==> config.mk <==
export PLATFORM = sky130hd
export DESIGN_NAME = node_info_ctrl_flat
export DESIGN_NICKNAME = d
export VERILOG_FILES = /design/src/rtl/node_info_ctrl_pkg.sv /design/src/rtl/node_info_ctrl_if.sv /design/src/rtl/node_info_ctrl_slot_timer.sv /design/src/rtl/node_info_ctrl.sv /design/src/flat_wrapper.sv
export SDC_FILE = /design/constraint.sdc
export NUM_CORES = 1
export LEC_CHECK = 0
export CELL_PAD_IN_SITES_DETAIL_PLACEMENT = 1
export CELL_PAD_IN_SITES_GLOBAL_PLACEMENT = 2
export CORE_ASPECT_RATIO = 1.25
export CORE_MARGIN = 3
export CORE_UTILIZATION = 25
export DETAILED_ROUTE_END_ITERATION = 8
export GPL_TIMING_DRIVEN = 0
export PLACE_DENSITY = 0.91
export SLEW_MARGIN = 20
export SYNTH_ARGS = -nofsm -noshare
export SYNTH_HDL_FRONTEND = slang
export SYNTH_HIERARCHICAL = 1
export SYNTH_SLANG_ARGS = --single-unit
==> constraint.sdc <==
create_clock -name clk -period 3.2 [get_ports clk]
set_input_delay 0.64 -clock clk [delete_from_list [all_inputs] [get_ports clk]]
set_output_delay 0.64 -clock clk [all_outputs]
set_load 0.02 [all_outputs]
==> src/rtl/node_info_ctrl_pkg.sv <==
// node_info_pkg: shared constants and types for the node_info_ctrl slice.
//   PKT_*       - 3-bit packet type codes seen on fPktType
//   hb_state_t  - heartbeat lock FSM state encoding
//   pkt_is()    - "accepted packet of this type" decode helper
package node_info_pkg;

  localparam logic [2:0] PKT_HB   = 3'b000;
  localparam logic [2:0] PKT_CH   = 3'b001;
  localparam logic [2:0] PKT_SLOT = 3'b100;
  localparam logic [2:0] PKT_DATA = 3'b101;

  typedef enum logic {
    HB_UNLOCKED = 1'b0,
    HB_LOCKED   = 1'b1
  } hb_state_t;

  function automatic logic pkt_is(input logic en, input logic [2:0] typ,
                                  input logic [2:0] want);
    return en && (typ == want);
  endfunction

endpackage

==> src/rtl/node_info_ctrl_if.sv <==
// node_info_ctrl_if: bundles the decoder-side packet fields and the
// node-state outputs of node_info_ctrl.
//   master - packet decoder / routing side: drives fields, reads state
//   slave  - node_info_ctrl: reads fields, drives state
// Parameter DATA_W sets the width of every data field.
interface node_info_ctrl_if #(
  parameter int DATA_W = 16
);
  import node_info_pkg::*;

  logic              en_MNI;
  logic [2:0]        fPktType;
  logic [DATA_W-1:0] e_max;
  logic [DATA_W-1:0] e_min;
  logic [DATA_W-1:0] energy;
  logic [DATA_W-1:0] ch_ID;
  logic [DATA_W-1:0] hops;
  logic [DATA_W-1:0] timeslot;
  logic [DATA_W-1:0] e_threshold;
  logic [DATA_W-1:0] q_in;
  logic              q_valid;

  logic [DATA_W-1:0] myNodeID;
  logic [DATA_W-1:0] hopsFromSink;
  logic [DATA_W-1:0] myQValue;
  logic [DATA_W-1:0] e_min_o;
  logic [DATA_W-1:0] e_max_o;
  logic [DATA_W-1:0] e_thr_o;
  logic              role;
  logic              low_E;
  logic              hb_locked;
  logic              slot_start;
  logic              slot_active;

  modport master (
    output en_MNI, fPktType, e_max, e_min, energy, ch_ID, hops, timeslot,
           e_threshold, q_in, q_valid,
    input  myNodeID, hopsFromSink, myQValue, e_min_o, e_max_o, e_thr_o,
           role, low_E, hb_locked, slot_start, slot_active
  );

  modport slave (
    input  en_MNI, fPktType, e_max, e_min, energy, ch_ID, hops, timeslot,
           e_threshold, q_in, q_valid,
    output myNodeID, hopsFromSink, myQValue, e_min_o, e_max_o, e_thr_o,
           role, low_E, hb_locked, slot_start, slot_active
  );

endinterface

==> src/rtl/node_info_ctrl_slot_timer.sv <==
// node_slot_timer: TDMA slot down-counter.
//   clk, rst    - clock, synchronous active-high reset
//   load, value - (re)start the countdown from value
//   slot_start  - one-cycle registered pulse when the armed count hits 0
//   armed       - countdown in progress
// A load always wins over an expiring count, so a reload mid-count never
// produces a pulse for the old slot. The counter stops at 0 and never wraps.
module node_slot_timer #(
  parameter int DATA_W = 16
) (
  input  logic              clk,
  input  logic              rst,
  input  logic              load,
  input  logic [DATA_W-1:0] value,
  output logic              slot_start,
  output logic              armed
);
  import node_info_pkg::*;

  logic [DATA_W-1:0] r_cnt;
  logic              r_armed;
  logic              r_slot_start;

  always_ff @(posedge clk) begin
    if (rst) begin
      r_cnt        <= '0;
      r_armed      <= 1'b0;
      r_slot_start <= 1'b0;
    end else begin
      r_slot_start <= 1'b0;
      if (load) begin
        r_cnt   <= value;
        r_armed <= 1'b1;
      end else if (r_armed) begin
        if (r_cnt == '0) begin
          r_slot_start <= 1'b1;
          r_armed      <= 1'b0;
        end else begin
          r_cnt <= r_cnt - DATA_W'(1);
        end
      end
    end
  end

  assign slot_start = r_slot_start;
  assign armed      = r_armed;

endmodule

==> src/rtl/node_info_ctrl.sv <==
// node_info_ctrl: per-node state block for the EER-RL clustering node.
// Latches round parameters from the first heartbeat, tracks minimum hop
// count, derives cluster-head role and a hysteretic low-energy flag, holds
// the Q-value and times the node's TDMA slot.
//   clk, rst - clock, synchronous active-high reset
//   bus      - node_info_ctrl_if.slave: packet fields in, node state out
// Build option: NODE_INFO_LOWE_RESIGN_EN - when defined, a set low_E flag
// forces role to 0 (node resigns cluster head), overriding CH packets.
//
// state       | meaning
// HB_UNLOCKED | waiting for a heartbeat; next HB latches round parameters
// HB_LOCKED   | round parameters held; HB only lowers hop count; timer runs
module node_info_ctrl #(
  parameter int                DATA_W     = 16,
  parameter logic [DATA_W-1:0] NODE_ID    = DATA_W'(16'h000C),
  parameter int                HB_TIMEOUT = 1024,
  parameter logic [DATA_W-1:0] E_HYST     = DATA_W'(32)
) (
  input  logic              clk,
  input  logic              rst,
  node_info_ctrl_if.slave   bus
);
  import node_info_pkg::*;

  localparam int TW = (HB_TIMEOUT > 1) ? $clog2(HB_TIMEOUT + 1) : 1;

  hb_state_t         r_state;
  logic [TW-1:0]     r_hb_timer;
  logic              r_hb_locked;
  logic [DATA_W-1:0] r_hops;
  logic [DATA_W-1:0] r_e_min;
  logic [DATA_W-1:0] r_e_max;
  logic [DATA_W-1:0] r_e_thr;
  logic [DATA_W-1:0] r_q;
  logic              r_role;
  logic              r_low_E;
  logic              r_slot_active;

  logic              w_hb;
  logic              w_ch;
  logic              w_slot;
  logic              w_data;
  logic              w_hb_clear_slot;
  logic [DATA_W:0]   w_thr_sum;
  logic [DATA_W-1:0] w_lowe_release;
  logic              w_slot_start;
  logic              w_slot_armed;

  assign w_hb   = pkt_is(bus.en_MNI, bus.fPktType, PKT_HB);
  assign w_ch   = pkt_is(bus.en_MNI, bus.fPktType, PKT_CH);
  assign w_slot = pkt_is(bus.en_MNI, bus.fPktType, PKT_SLOT);
  assign w_data = pkt_is(bus.en_MNI, bus.fPktType, PKT_DATA);

  // Only the locking heartbeat starts a new round and gives up the slot.
  assign w_hb_clear_slot = w_hb && (r_state == HB_UNLOCKED);

  // Release threshold is computed one bit wider and clamped to all-ones.
  assign w_thr_sum      = {1'b0, r_e_thr} + {1'b0, E_HYST};
  assign w_lowe_release = w_thr_sum[DATA_W] ? '1 : w_thr_sum[DATA_W-1:0];

  always_ff @(posedge clk) begin
    if (rst) begin
      r_state     <= HB_UNLOCKED;
      r_hb_timer  <= '0;
      r_hb_locked <= 1'b0;
      r_hops      <= '0;
      r_e_min     <= '0;
      r_e_max     <= '0;
      r_e_thr     <= '0;
    end else begin
      case (r_state)
        HB_UNLOCKED: begin
          if (w_hb) begin
            r_hops      <= bus.hops;
            r_e_min     <= bus.e_min;
            r_e_max     <= bus.e_max;
            r_e_thr     <= bus.e_threshold;
            r_hb_timer  <= TW'(HB_TIMEOUT);
            r_state     <= HB_LOCKED;
            r_hb_locked <= 1'b1;
          end
        end
        HB_LOCKED: begin
          // An HB in the release cycle lands here too: hop update only.
          if (w_hb && (bus.hops < r_hops)) begin
            r_hops <= bus.hops;
          end
          if (r_hb_timer != '0) begin
            r_hb_timer <= r_hb_timer - TW'(1);
          end
          if (w_data || (r_hb_timer == TW'(1))) begin
            r_state     <= HB_UNLOCKED;
            r_hb_locked <= 1'b0;
          end
        end
      endcase
    end
  end

  always_ff @(posedge clk) begin
    if (rst) begin
      r_role <= 1'b0;
    end else begin
`ifdef NODE_INFO_LOWE_RESIGN_EN
      if (r_low_E) begin
        r_role <= 1'b0;
      end else if (w_ch) begin
        r_role <= (bus.ch_ID == NODE_ID);
      end
`else
      if (w_ch) begin
        r_role <= (bus.ch_ID == NODE_ID);
      end
`endif
    end
  end

  always_ff @(posedge clk) begin
    if (rst) begin
      r_low_E <= 1'b0;
    end else if (bus.energy < r_e_thr) begin
      r_low_E <= 1'b1;
    end else if (bus.energy >= w_lowe_release) begin
      r_low_E <= 1'b0;
    end
  end

  always_ff @(posedge clk) begin
    if (rst) begin
      r_q <= '0;
    end else if (bus.q_valid) begin
      r_q <= bus.q_in;
    end
  end

  node_slot_timer #(
    .DATA_W (DATA_W)
  ) u_slot_timer (
    .clk        (clk),
    .rst        (rst),
    .load       (w_slot),
    .value      (bus.timeslot),
    .slot_start (w_slot_start),
    .armed      (w_slot_armed)
  );

  // The sticky flag lags the pulse by a cycle; OR-ing in the pulse makes
  // slot_active rise together with slot_start.
  always_ff @(posedge clk) begin
    if (rst) begin
      r_slot_active <= 1'b0;
    end else if (w_slot || w_hb_clear_slot) begin
      r_slot_active <= 1'b0;
    end else if (w_slot_start) begin
      r_slot_active <= 1'b1;
    end else if (w_slot_armed) begin
      r_slot_active <= 1'b0;
    end
  end

  assign bus.myNodeID     = NODE_ID;
  assign bus.hopsFromSink = r_hops;
  assign bus.myQValue     = r_q;
  assign bus.e_min_o      = r_e_min;
  assign bus.e_max_o      = r_e_max;
  assign bus.e_thr_o      = r_e_thr;
  assign bus.role         = r_role;
  assign bus.low_E        = r_low_E;
  assign bus.hb_locked    = r_hb_locked;
  assign bus.slot_start   = w_slot_start;
  assign bus.slot_active  = r_slot_active | w_slot_start;

endmodule

==> src/flat_wrapper.sv <==
// flat-port wrapper written by rule: the top's interface ports become plain ports
module node_info_ctrl_flat import node_info_pkg::*;
#(
  parameter int                DATA_W     = 16,
  parameter logic [DATA_W-1:0] NODE_ID    = DATA_W'(16'h000C),
  parameter int                HB_TIMEOUT = 1024,
  parameter logic [DATA_W-1:0] E_HYST     = DATA_W'(32)
)
  (clk, rst, bus_en_MNI, bus_fPktType, bus_e_max, bus_e_min, bus_energy, bus_ch_ID, bus_hops, bus_timeslot, bus_e_threshold, bus_q_in, bus_q_valid, bus_myNodeID, bus_hopsFromSink, bus_myQValue, bus_e_min_o, bus_e_max_o, bus_e_thr_o, bus_role, bus_low_E, bus_hb_locked, bus_slot_start, bus_slot_active);
  node_info_ctrl_if #(.DATA_W(DATA_W)) bus_i ();
  input  logic clk;
  input  logic rst;
  input wire logic [$bits(bus_i.en_MNI)-1:0] bus_en_MNI;
  input wire logic [$bits(bus_i.fPktType)-1:0] bus_fPktType;
  input wire logic [$bits(bus_i.e_max)-1:0] bus_e_max;
  input wire logic [$bits(bus_i.e_min)-1:0] bus_e_min;
  input wire logic [$bits(bus_i.energy)-1:0] bus_energy;
  input wire logic [$bits(bus_i.ch_ID)-1:0] bus_ch_ID;
  input wire logic [$bits(bus_i.hops)-1:0] bus_hops;
  input wire logic [$bits(bus_i.timeslot)-1:0] bus_timeslot;
  input wire logic [$bits(bus_i.e_threshold)-1:0] bus_e_threshold;
  input wire logic [$bits(bus_i.q_in)-1:0] bus_q_in;
  input wire logic [$bits(bus_i.q_valid)-1:0] bus_q_valid;
  output wire logic [$bits(bus_i.myNodeID)-1:0] bus_myNodeID;
  output wire logic [$bits(bus_i.hopsFromSink)-1:0] bus_hopsFromSink;
  output wire logic [$bits(bus_i.myQValue)-1:0] bus_myQValue;
  output wire logic [$bits(bus_i.e_min_o)-1:0] bus_e_min_o;
  output wire logic [$bits(bus_i.e_max_o)-1:0] bus_e_max_o;
  output wire logic [$bits(bus_i.e_thr_o)-1:0] bus_e_thr_o;
  output wire logic [$bits(bus_i.role)-1:0] bus_role;
  output wire logic [$bits(bus_i.low_E)-1:0] bus_low_E;
  output wire logic [$bits(bus_i.hb_locked)-1:0] bus_hb_locked;
  output wire logic [$bits(bus_i.slot_start)-1:0] bus_slot_start;
  output wire logic [$bits(bus_i.slot_active)-1:0] bus_slot_active;
  assign bus_i.en_MNI = bus_en_MNI;
  assign bus_i.fPktType = bus_fPktType;
  assign bus_i.e_max = bus_e_max;
  assign bus_i.e_min = bus_e_min;
  assign bus_i.energy = bus_energy;
  assign bus_i.ch_ID = bus_ch_ID;
  assign bus_i.hops = bus_hops;
  assign bus_i.timeslot = bus_timeslot;
  assign bus_i.e_threshold = bus_e_threshold;
  assign bus_i.q_in = bus_q_in;
  assign bus_i.q_valid = bus_q_valid;
  assign bus_myNodeID = bus_i.myNodeID;
  assign bus_hopsFromSink = bus_i.hopsFromSink;
  assign bus_myQValue = bus_i.myQValue;
  assign bus_e_min_o = bus_i.e_min_o;
  assign bus_e_max_o = bus_i.e_max_o;
  assign bus_e_thr_o = bus_i.e_thr_o;
  assign bus_role = bus_i.role;
  assign bus_low_E = bus_i.low_E;
  assign bus_hb_locked = bus_i.hb_locked;
  assign bus_slot_start = bus_i.slot_start;
  assign bus_slot_active = bus_i.slot_active;
  node_info_ctrl #(.DATA_W(DATA_W), .NODE_ID(NODE_ID), .HB_TIMEOUT(HB_TIMEOUT), .E_HYST(E_HYST)) u_core (.clk(clk), .rst(rst), .bus(bus_i));
endmodule
==> results of run 1 <==
==> worst paths after layout <==
path,start,endpoint,slack (ns),cells past startpoint
worst min register to register,u_core/bus.e_min_o[10],u_core/bus.e_min_o[10],0.45,2
worst max-delay path,u_core/bus.e_thr_o[11],u_core/bus.low_E,0.39,11
worst max register to register,u_core/bus.e_thr_o[11],u_core/bus.low_E,0.39,11
worst min-delay path,u_core/bus.e_min_o[10],u_core/bus.e_min_o[10],0.45,2
==> cell families after synthesis <==
| logic type | count (synthesis) |
|---|---|
| simple gates | 311 |
| mux | 34 |
| compound gates | 143 |
| fa+ha+maj | 50 |
| xor+xnor | 11 |
| flops | 114 |
| other cells | 2 |
| buf+inv | 95 |
==> power breakdown <==
group / switching (uW) / internal [uW] / leakage, uW
clock network: 688 / 1460 / 0.000316
logic: 356 / 379 / 0.00228
registers: 45.7 / 1470 / 0.000927
total: 1090 / 3320 / 0.00352
==> through the flow <==
step                      std cells  hold WS [ns]  TNS, ns  utilization (%)
after floorplan                 774         0.470        0                -
after global placement         1322         0.441    -1.09             36.3
after detailed placement       1322         0.447    -1.07             36.3
after CTS                      1353         0.455        0             39.0
after global routing           1353         0.477        0             39.0
final                          1353         0.452        0             39.0
==> layer usage <==
metal	vias to the layer above	part of all wire, %
met2	153	53
met5	-	0
met3	21	5.7
met1	3008	40
li1	3117	-
met4	0	1.5
==> flip-flops by register name (all words and copies together) (netlist names) <==
signal / cells
u_core/r_state: 1
u_core/u_slot_timer/slot_start: 1
u_core/u_slot_timer/r_cnt: 16
u_core/bus.low_E: 1
u_core/bus.e_max_o: 16
u_core/bus.hb_locked: 1
u_core/bus.e_min_o: 16
u_core/bus.e_thr_o: 16
u_core/u_slot_timer/armed: 1
u_core/bus.hopsFromSink: 16
u_core/bus.myQValue: 16
u_core/bus.role: 1
u_core/r_hb_timer: 11
u_core/r_slot_active: 1
==> cell usage after synthesis, types with 2 or more instances <==
cell type    n
inv_1       41
dfxtp_1    114
nand2b_1    38
nor4_1       5
o21a_1       2
a21o_1       5
or3_1       11
nor3_1       9
clkbuf_1    29
nor4b_1      4
a2111oi_2    2
o211ai_1     3
buf_4       18
a2111oi_0    3
or4b_2       2
a31oi_1      5
nand4_1     14
and2_1       3
nor3b_1      3
nor2b_1      3
o21ai_0     14
ha_1        50
or4_1        4
mux2i_1     34
o2111ai_1    2
o31a_1       2
xnor2_1     10
or3b_1       2
or2_2        4
o31ai_1      2
conb_1       2
nand3_1     12
and4_1       2
nor2_1      66
buf_2        5
a21oi_1     73
and3_1       6
o21ai_1      2
a211oi_1     8
a311oi_1     9
nand2_1    111
==> tightest hold or removal path: stages, from the launching register on <==
cell and delay, ns:
dfxtp_1 0.30, nand2_1 0.05, a21oi_1 0.05
==> area by class of cell <==
| type | count | area (sq um) |
|---|---|---|
| Multi-Input combinational cell | 565 | 3640 |
| Clock buffer | 23 | 488 |
| Timing Repair Buffer | 218 | 2180 |
| Fill cell | 2963 | 15000 |
| Clock inverter | 8 | 174 |
| Sequential cell | 114 | 2280 |
| Tap cell | 330 | 413 |
| Inverter | 42 | 158 |
| Buffer | 53 | 285 |
==> repair_timing <==
action | CTS | global route
endpoints found under the setup margin | 0 | 1
gates resized for setup | 0 | 3
hold buffers | 0 | 0
buffers inserted | 0 | 0
==> metrics, run 1 <==
final wirelength 21700 um; Slowest Stage Delay on Critical Path 0.43 ns; Synth Area in XOR/XNOR 1.53%; port bufs 218; vias in the first global route 6528; Synth area leaders dfxtp_1, ha_1, nand2_1; syn_area_per_cell 8.30 sq um; Yosys reg bits 114; WL/cell 16.0 um; Tcrit/Tclk final 87.9%; first-pass GRT wire length 34300 um; Setup WS post-layout 0.388 ns; post-DP HPWL 17000 um; worst endpoint data arrival time 3.09 ns; hold crit path type reg2reg; slowest cell on the critical path a2111oi_0; post-synth top area cell dfxtp_1; commonest non-fill, non-tap cells in the layout clkdlybuf4s50_1, dfxtp_1, nand2_1; CTS clock-pin slew for the worst setup and hold paths 0.06 ns; Async S/R FF share, synth 0%; PD cells 458 mW/mm^2; final net count 1196; Synth Area in Compound Gates 14.8%; CTS H-tree depth 4; Setup CP Type reg2reg; ys flop type dfxtp_1; initial antenna violation count 0; Slew @ Worst Pin 0.790 ns; Mapped Cells 760; CP Capture Type flip-flop; Pwr Total 4400 uW; clock root buffer clkbuf_16; row count 64; DR pass1 iterations 4; chain of cells forming the critical path inv_1 > nor3_2 > and3_1 > and3_1 > clkbuf_2 > nor2_1 > ha_1 > a211o_1 > o211ai_1 > a2111oi_0 > o22ai_1; Core Region 0.0247 sq mm; mux contribution to synthesized area 5.39%; DRC violations left 0; met2 Use GR 28.8%; Max VDD drop 0.000374 V; Worst EP required 3.48 ns; clk_lat worst skew 0.41 ns; Post-Synth Simple-Gate Area 25.1%; crit-path leading delay family simple AND/OR/NAND/NOR gates; Hold Vio Cnt, Final 0; routed vias/inst 4.66; unique cell type count in the Yosys netlist 67; Overflow after GRT 0; RSZ-0062 raised after global routing no; Area Growth Syn to Fin 52.5%; status completed; Die Height 184 um; largest net degree at the start of global routing 17; Sink Count 114; Die Area 0.0272 sq mm; Synth Warn # 6; Mapped Area 0.00631 sq mm; gp weighted congestion 0.870; Buf/Inv on CP 2; Top Usage Layer GRT met2; Die Span X 148 um; ANT cells 0; Post-Synth Adder-Cell Area 9.91%; I/O pin count 236; minimum clock period 2.81 ns; CP most frequent cell and3_1; Placement Cell Area 0.00896 sq mm; Max-slew headroom 46.6%; Initial Util 25.6%; CTS Buf Count 17; Fmax 356 MHz; max_cap viols 0; area share of the leading cell type in the synthesized netlist 36.2%; largest family of logic cells by synthesized area simple AND/OR/NAND/NOR gates; DRT antenna net count 0; Max clock buf depth 2; Final Slew Violations 0; endpoints failing setup 0; routed via count 6299; crit start category flip-flop; Worst Clk Skew 0.00856 ns; Finished Cell Area 0.00963 sq mm; commonest non-fill, non-tap cell in the layout clkdlybuf4s50_1; met1 Usage GRT 17.5%; share of cells above drive strength 1 7.23%; M3 GR Usage 4.46%; Post-synth EDFFs 0; critical path fanouts, max 10; Leak 0.00352 uW; Setup WS pre-CTS -0.144 ns; Total GRT Usage 15.7%; CTS tree yes; register area share after synthesis 36.2%; violation count after the first detailed-routing iteration 240
(Power assumes the default switching activity.)
==> inputs of run 2 (changes only) <==
- GPL_TIMING_DRIVEN: 0 -> unset
==> run 2 against run 1 <==
Against the previous run:
- via count down 2.1%
- largest power group unchanged
- setup slack better by 0.013 ns
- highest routed layer unchanged
- clock-buffer cell count down 1
- non-clock buffer count down 38
- die area unchanged
- global-route usage down 0.47 points
- cell count down 2.7%
- combinational power down 4.1%
- sequential share of layout area up 0.40 points
==> metrics, run 2 (synthesized netlist as in run 1, its figures left out) <==
status completed; Die Height 184 um (unchanged); Die Span X 148 um (unchanged); minimum clock period 2.80 ns (-0.0128 ns); final net count 1158 (-3.2%); r2r setup slk 0.40 ns (about the same); DP Cell Count 1284 (-2.9%); Total GRT Usage 15.2% (-0.47 points); first-pass GRT wire length 33300 um (-2.8%); gp weighted congestion 0.798 (-8.3%); clk_lat worst skew 0.42 ns (about the same); Final Slew Violations 0 (unchanged); Worst EP required 3.48 ns (about the same); hold crit path type reg2reg; critical path fanouts, max 14 (+4); clock root buffer clkbuf_16; port bufs 219 (+0.46%); Leak 0.00344 uW (-2.4%); Worst Setup EP u_core/bus.low_E; Hold Vio Cnt, Final 0 (unchanged); Worst Setup SP u_core/bus.e_thr_o[10]; Core Region 0.0247 sq mm (unchanged); Max-slew headroom 30.1% (-17 points); Pwr Total 4270 uW (-3.2%); endpoints failing setup 0 (unchanged); final hold slack 0.456 ns (+0.00362 ns); initial antenna violation count 0 (unchanged); reg-to-reg endpoint u_core/bus.low_E; Max VDD drop 0.000335 V (-10%); CTS clock-pin slew for the worst setup and hold paths 0.05 ns (about the same); Final Non-Filler Cells 1317 (-2.7%); Overflow after GRT 0 (unchanged); Max clock buf depth 2 (unchanged); Worst Clk Skew 0.00888 ns (+0.000319 ns); Slowest Stage Delay on Critical Path 0.46 ns (+0.03 ns); RSZ-0062 raised after global routing no; largest net degree at the start of global routing 60 (+43); commonest non-fill, non-tap cells in the layout clkdlybuf4s50_1, dfxtp_1, nand2_1; Sink Count 114 (unchanged); Fin Setup TNS 0 ns (unchanged); I/O pin count 236 (unchanged); WL/cell 15.9 um (-0.78%); post-DP HPWL 16000 um (-5.9%); CTS H-tree depth 4 (unchanged); vias in the first global route 6490 (-0.58%); CTS tree yes; CTS Buf Count 17 (unchanged); worst r2r src u_core/bus.e_thr_o[10]; share of cells above drive strength 1 6.90% (-0.34 points); crit start category flip-flop; DRT antenna net count 0 (unchanged); routed vias/inst 4.68 (+0.55%); final core occ 38.4% (-0.64 points); postcts setup bufs 0 (unchanged); worst endpoint data arrival time 3.08 ns (about the same); DRC violations left 0 (unchanged); violation count after the first detailed-routing iteration 274 (+14%); DR pass1 iterations 4 (unchanged); Fmax 357 MHz (+0.46%); PD cells 451 mW/mm^2 (-1.5%); Tcrit/Tclk final 87.5% (-0.40 points); slowest cell on the critical path a2111oi_0; Area Growth Syn to Fin 50.0%; fillcell total 2958 (-0.17%); Die Area 0.0272 sq mm (unchanged); routed via count 6165 (-2.1%); commonest non-fill, non-tap cell in the layout clkdlybuf4s50_1; Slew @ Worst Pin 1.05 ns (+0.259 ns); final wirelength 20900 um (-3.4%); row count 64 (unchanged); cells on worst reg2reg path 11 (unchanged); max_cap viols 0 (unchanged); Initial Util 25.6% (unchanged); Setup CP Type reg2reg; chain of cells forming the critical path inv_1 > nor3_1 > and3_1 > and3_2 > or2_2 > ha_1 > nand2b_1 > a211o_1 > o211ai_1 > a2111oi_0 > o22ai_1; CP Capture Type flip-flop
run 2: routing by layer:
layer / vias up / GRT usage, % / part of all wire [%]
met5: - / 0 / 0
met4: 0 / 5.77 / 2.1
met3: 27 / 4.27 / 5.5
met2: 153 / 27.5 / 52
met1: 2947 / 17.0 / 40
li1: 3038 / - / -
run 2: worst min-delay path by stage:
| stage | from | cells after the start | slack, ns | endpoint |
|---|---|---|---|---|
| 6_report | u_core/bus.e_min_o[15] | 2 | 0.46 | u_core/bus.e_min_o[15] |
| 3_5_place_dp | u_core/bus.e_max_o[11] | 2 | 0.45 | u_core/bus.e_max_o[11] |
| 4_1_cts | u_core/bus.e_max_o[11] | 2 | 0.46 | u_core/bus.e_max_o[11] |
| 5_1_grt | u_core/bus.e_min_o[15] | 2 | 0.48 | u_core/bus.e_min_o[15] |
| 2_1_floorplan | u_core/r_hb_timer[4] | 1 | 0.47 | u_core/r_hb_timer[4] |
| 3_3_place_gp | u_core/bus.e_min_o[14] | 2 | 0.44 | u_core/bus.e_min_o[14] |
run 2: where the power goes:
part	switching (uW)	leakage, uW	internal (uW)
registers	48.4	0.000927	1470
logic	344	0.00221	362
clock network	678	0.000306	1360
run 2: stage by stage:
step                      setup WS, ns  area [sq um]
after floorplan                  0.501          6360
after global placement          0.0678          8830
after detailed placement        0.0370          8830
after CTS                        0.206          9460
after global routing             0.144          9460
final                            0.400          9470
run 2: what timing repair did:
action / 4_1_cts / 5_1_grt
resized for setup: 0 / 1
hold buffers: 0 / 0
endpoints found under the setup margin: 0 / 1
run 2: cell type report:
type	count	area [sq um]	share of cell area (%)
multi-input cells	565	3650	38.6
diodes	1	2.50	0.0264
repair buffers	233	2330	24.6
clock buffers	22	474	5.01
inverters	42	158	1.67
well taps	330	413	4.36
clock inverters	10	155	1.64
flip-flops and latches	114	2280	24.1
run 2: worst max-delay path: cells and delay by family, from the launching register on:
| family | cells | cell delay, ns |
|---|---|---|
| and+or+nand+nor | 5 | 1.27 |
| buffers and inverters | 1 | 0.12 |
| adders and majority gates | 1 | 0.11 |
| AOI/OAI and AO/OA | 4 | 0.79 |
| DFF | 1 | 0.39 |
==> inputs of run 3 (changes only) <==
- CAP_MARGIN: unset -> 30
- PLACE_DENSITY: 0.91 -> unset
- PLACE_DENSITY_LB_ADDON: unset -> 0.1
==> run 3 against run 2 <==
Against the previous run:
- cell area decreased by 0.79%
- core utilization decreased by 0.30 points
- die area unchanged
- clock-buffer cell count decreased by 5
- hold slack got worse by 0.0025 ns
- setup slack got worse by 0.041 ns
- non-clock buffer count unchanged
- clock power decreased by 8%
- combinational power about the same
- register-to-register slack got worse by 0.04 ns
- largest cell class unchanged
==> metrics, run 3 (synthesized netlist as in run 1, its figures left out) <==
endpoints failing setup 0 (unchanged); # hold bufs at CTS 0 (unchanged); Worst Clk Skew 0.0125 ns (+0.00361 ns); violation count after the first detailed-routing iteration 153 (-44%); Max VDD drop 0.000316 V (-5.7%); Flop pwr share 37.1% (+1.4 points); Worst Setup SP u_core/bus.e_thr_o[10]; PD cells 436 mW/mm^2 (-3.2%); FF/Latch Area 0.00228 sq mm (unchanged); commonest non-fill, non-tap cell in the layout clkdlybuf4s50_1; Area Growth Syn to Fin 48.8%; WL/cell 16.0 um (+0.40%); final wirelength 21000 um (+0.40%); routed via count 6032 (-2.2%); Die Height 184 um (unchanged); CTS Buf Count 17 (unchanged); Fmax 352 MHz (-1.5%); minimum clock period 2.84 ns (+0.0412 ns); initial antenna violation count 1 (+1); share of cells above drive strength 1 7.10% (+0.20 points); crit start category flip-flop; Multi-input gate area 0.00365 sq mm (unchanged); Post-CTS Resized 0 (unchanged); switching power 1170 uW (+9.4%); switch share 28.6% (+3.5 points); Die Span X 148 um (unchanged); Internal Power 2920 uW (-8.5%); Finished Cell Area 0.00939 sq mm (-0.79%); hold crit path type reg2reg; Gate power share 17.2% (+0.6 points); Final Non-Filler Cells 1317 (unchanged); worst endpoint data arrival time 3.12 ns (+0.04 ns); post-DP HPWL 15900 um (-0.51%); Initial Util 25.6% (unchanged); Setup WS post-layout 0.359 ns (-0.0412 ns); vias in the first global route 6323 (-2.6%); Die Area 0.0272 sq mm (unchanged); port bufs 219 (unchanged); Placement Cell Area 0.00882 sq mm (-0.20%); clock root buffer clkbuf_16; gp weighted congestion 0.757 (-5.2%); max_cap viols 0 (unchanged); worst r2r src u_core/bus.e_thr_o[10]; final net count 1158 (unchanged); largest net degree at the start of global routing 53 (-12%); Min-Delay Startpoint u_core/bus.e_max_o[1]; Hold Vio Cnt, Final 0 (unchanged); Final Slew Violations 0 (unchanged); row count 64 (unchanged); CTS clock-pin slew for the worst setup and hold paths 0.06 ns (about the same); Core Region 0.0247 sq mm (unchanged); DP Cell Count 1284 (unchanged); critical path fanouts, max 14 (unchanged); routed vias/inst 4.58 (-2.2%); DR pass1 iterations 4 (unchanged); fillcell total 2939 (-0.64%); Leak 0.00341 uW (-0.97%); Clock Power Share 45.7% (-2.1 points); final hold slack 0.453 ns (-0.00249 ns); final core occ 38.1% (-0.30 points); CTS tree yes; Setup WS pre-CTS 0.163 ns (+0.126 ns); Max-slew headroom 60.1% (+30 points); Overflow after GRT 0 (unchanged); postcts setup bufs 0 (unchanged); Sink Count 114 (unchanged); RSZ-0062 raised after global routing no; status completed; Slew @ Worst Pin 0.598 ns (-0.451 ns); CTS H-tree depth 4 (unchanged); CP Capture Type flip-flop; I/O pin count 236 (unchanged); first-pass GRT wire length 33300 um (about the same); DRT antenna net count 0 (unchanged); Total GRT Usage 15.2% (-0.024 points); Setup CP Type reg2reg; Worst EP required 3.48 ns (about the same); Tcrit/Tclk final 88.8% (+1.3 points); Max clock buf depth 2 (unchanged); clk_lat worst skew 0.41 ns (about the same); DRC violations left 0 (unchanged); commonest non-fill, non-tap cells in the layout clkdlybuf4s50_1, dfxtp_1, nand2_1
==> run 3: changes by cell type in the layout (fill, tap and decap cells not counted), sizes merged <==
| cell | delta |
|---|---|
| clkbuf | -5 |
| inv | +8 |
| bufinv | -3 |
| clkinv | +1 |
| clkinvlp | -1 |
==> run 3: area by class of cell <==
| class | count | area share [%] |
|---|---|---|
| diodes | 1 | 0.0266 |
| clock buffers | 17 | 4.53 |
| clock inverters | 15 | 1.56 |
| inverters | 42 | 1.68 |
| multi-input cells | 565 | 38.9 |
| flip-flops and latches | 114 | 24.3 |
| well taps | 330 | 4.40 |
| repair buffers | 233 | 24.6 |
==> run 3: worst paths after layout <==
kind | to | slack, ns | cells past startpoint
setup / recovery | u_core/bus.low_E | 0.36 | 10
hold / removal | u_core/bus.e_max_o[1] | 0.45 | 2
setup reg to reg | u_core/bus.low_E | 0.36 | 10
hold reg to reg | u_core/bus.e_max_o[1] | 0.45 | 2
==> run 3: power by group through the flow <==
stage / Sequential [uW] / Clock [uW] / Combinational (uW)
2_1_floorplan: 1580 / 0 / 356
3_3_place_gp: 1550 / 0 / 708
3_5_place_dp: 1550 / 0 / 713
4_1_cts: 1520 / 1940 / 717
5_1_grt: 1530 / 2000 / 780
6_report: 1520 / 1870 / 704
==> run 3: critical path, cell delays in order (launching register included) <==
cell and delay [ns]:
dfxtp_1 0.40, inv_1 0.12, nor3_1 0.34, and3_1 0.25, and3_2 0.38, nor3_1 0.12, ha_1 0.32, nand4_1 0.17
or3_1 0.42, o2111ai_1 0.09, o22ai_1 0.10
==> run 3: per-stage QoR <==
| stage | total power [uW] | TNS, ns |
|---|---|---|
| after global routing | 4310 | 0 |
| after detailed placement | 2260 | 0 |
| after floorplan | 1930 | 0 |
| final | 4090 | 0 |
| after CTS | 4180 | 0 |
| after global placement | 2260 | -0.331 |
==> run 3: metal layers <==
| metal | part of all wire (%) | global-route usage, % | vias to the layer above |
|---|---|---|---|
| li1 | - | - | 3044 |
| met1 | 42 | 17.4 | 2832 |
| met2 | 51 | 27.3 | 135 |
| met3 | 5.4 | 4.24 | 21 |
| met4 | 1.8 | 4.95 | 0 |
| met5 | 0 | 0 | - |
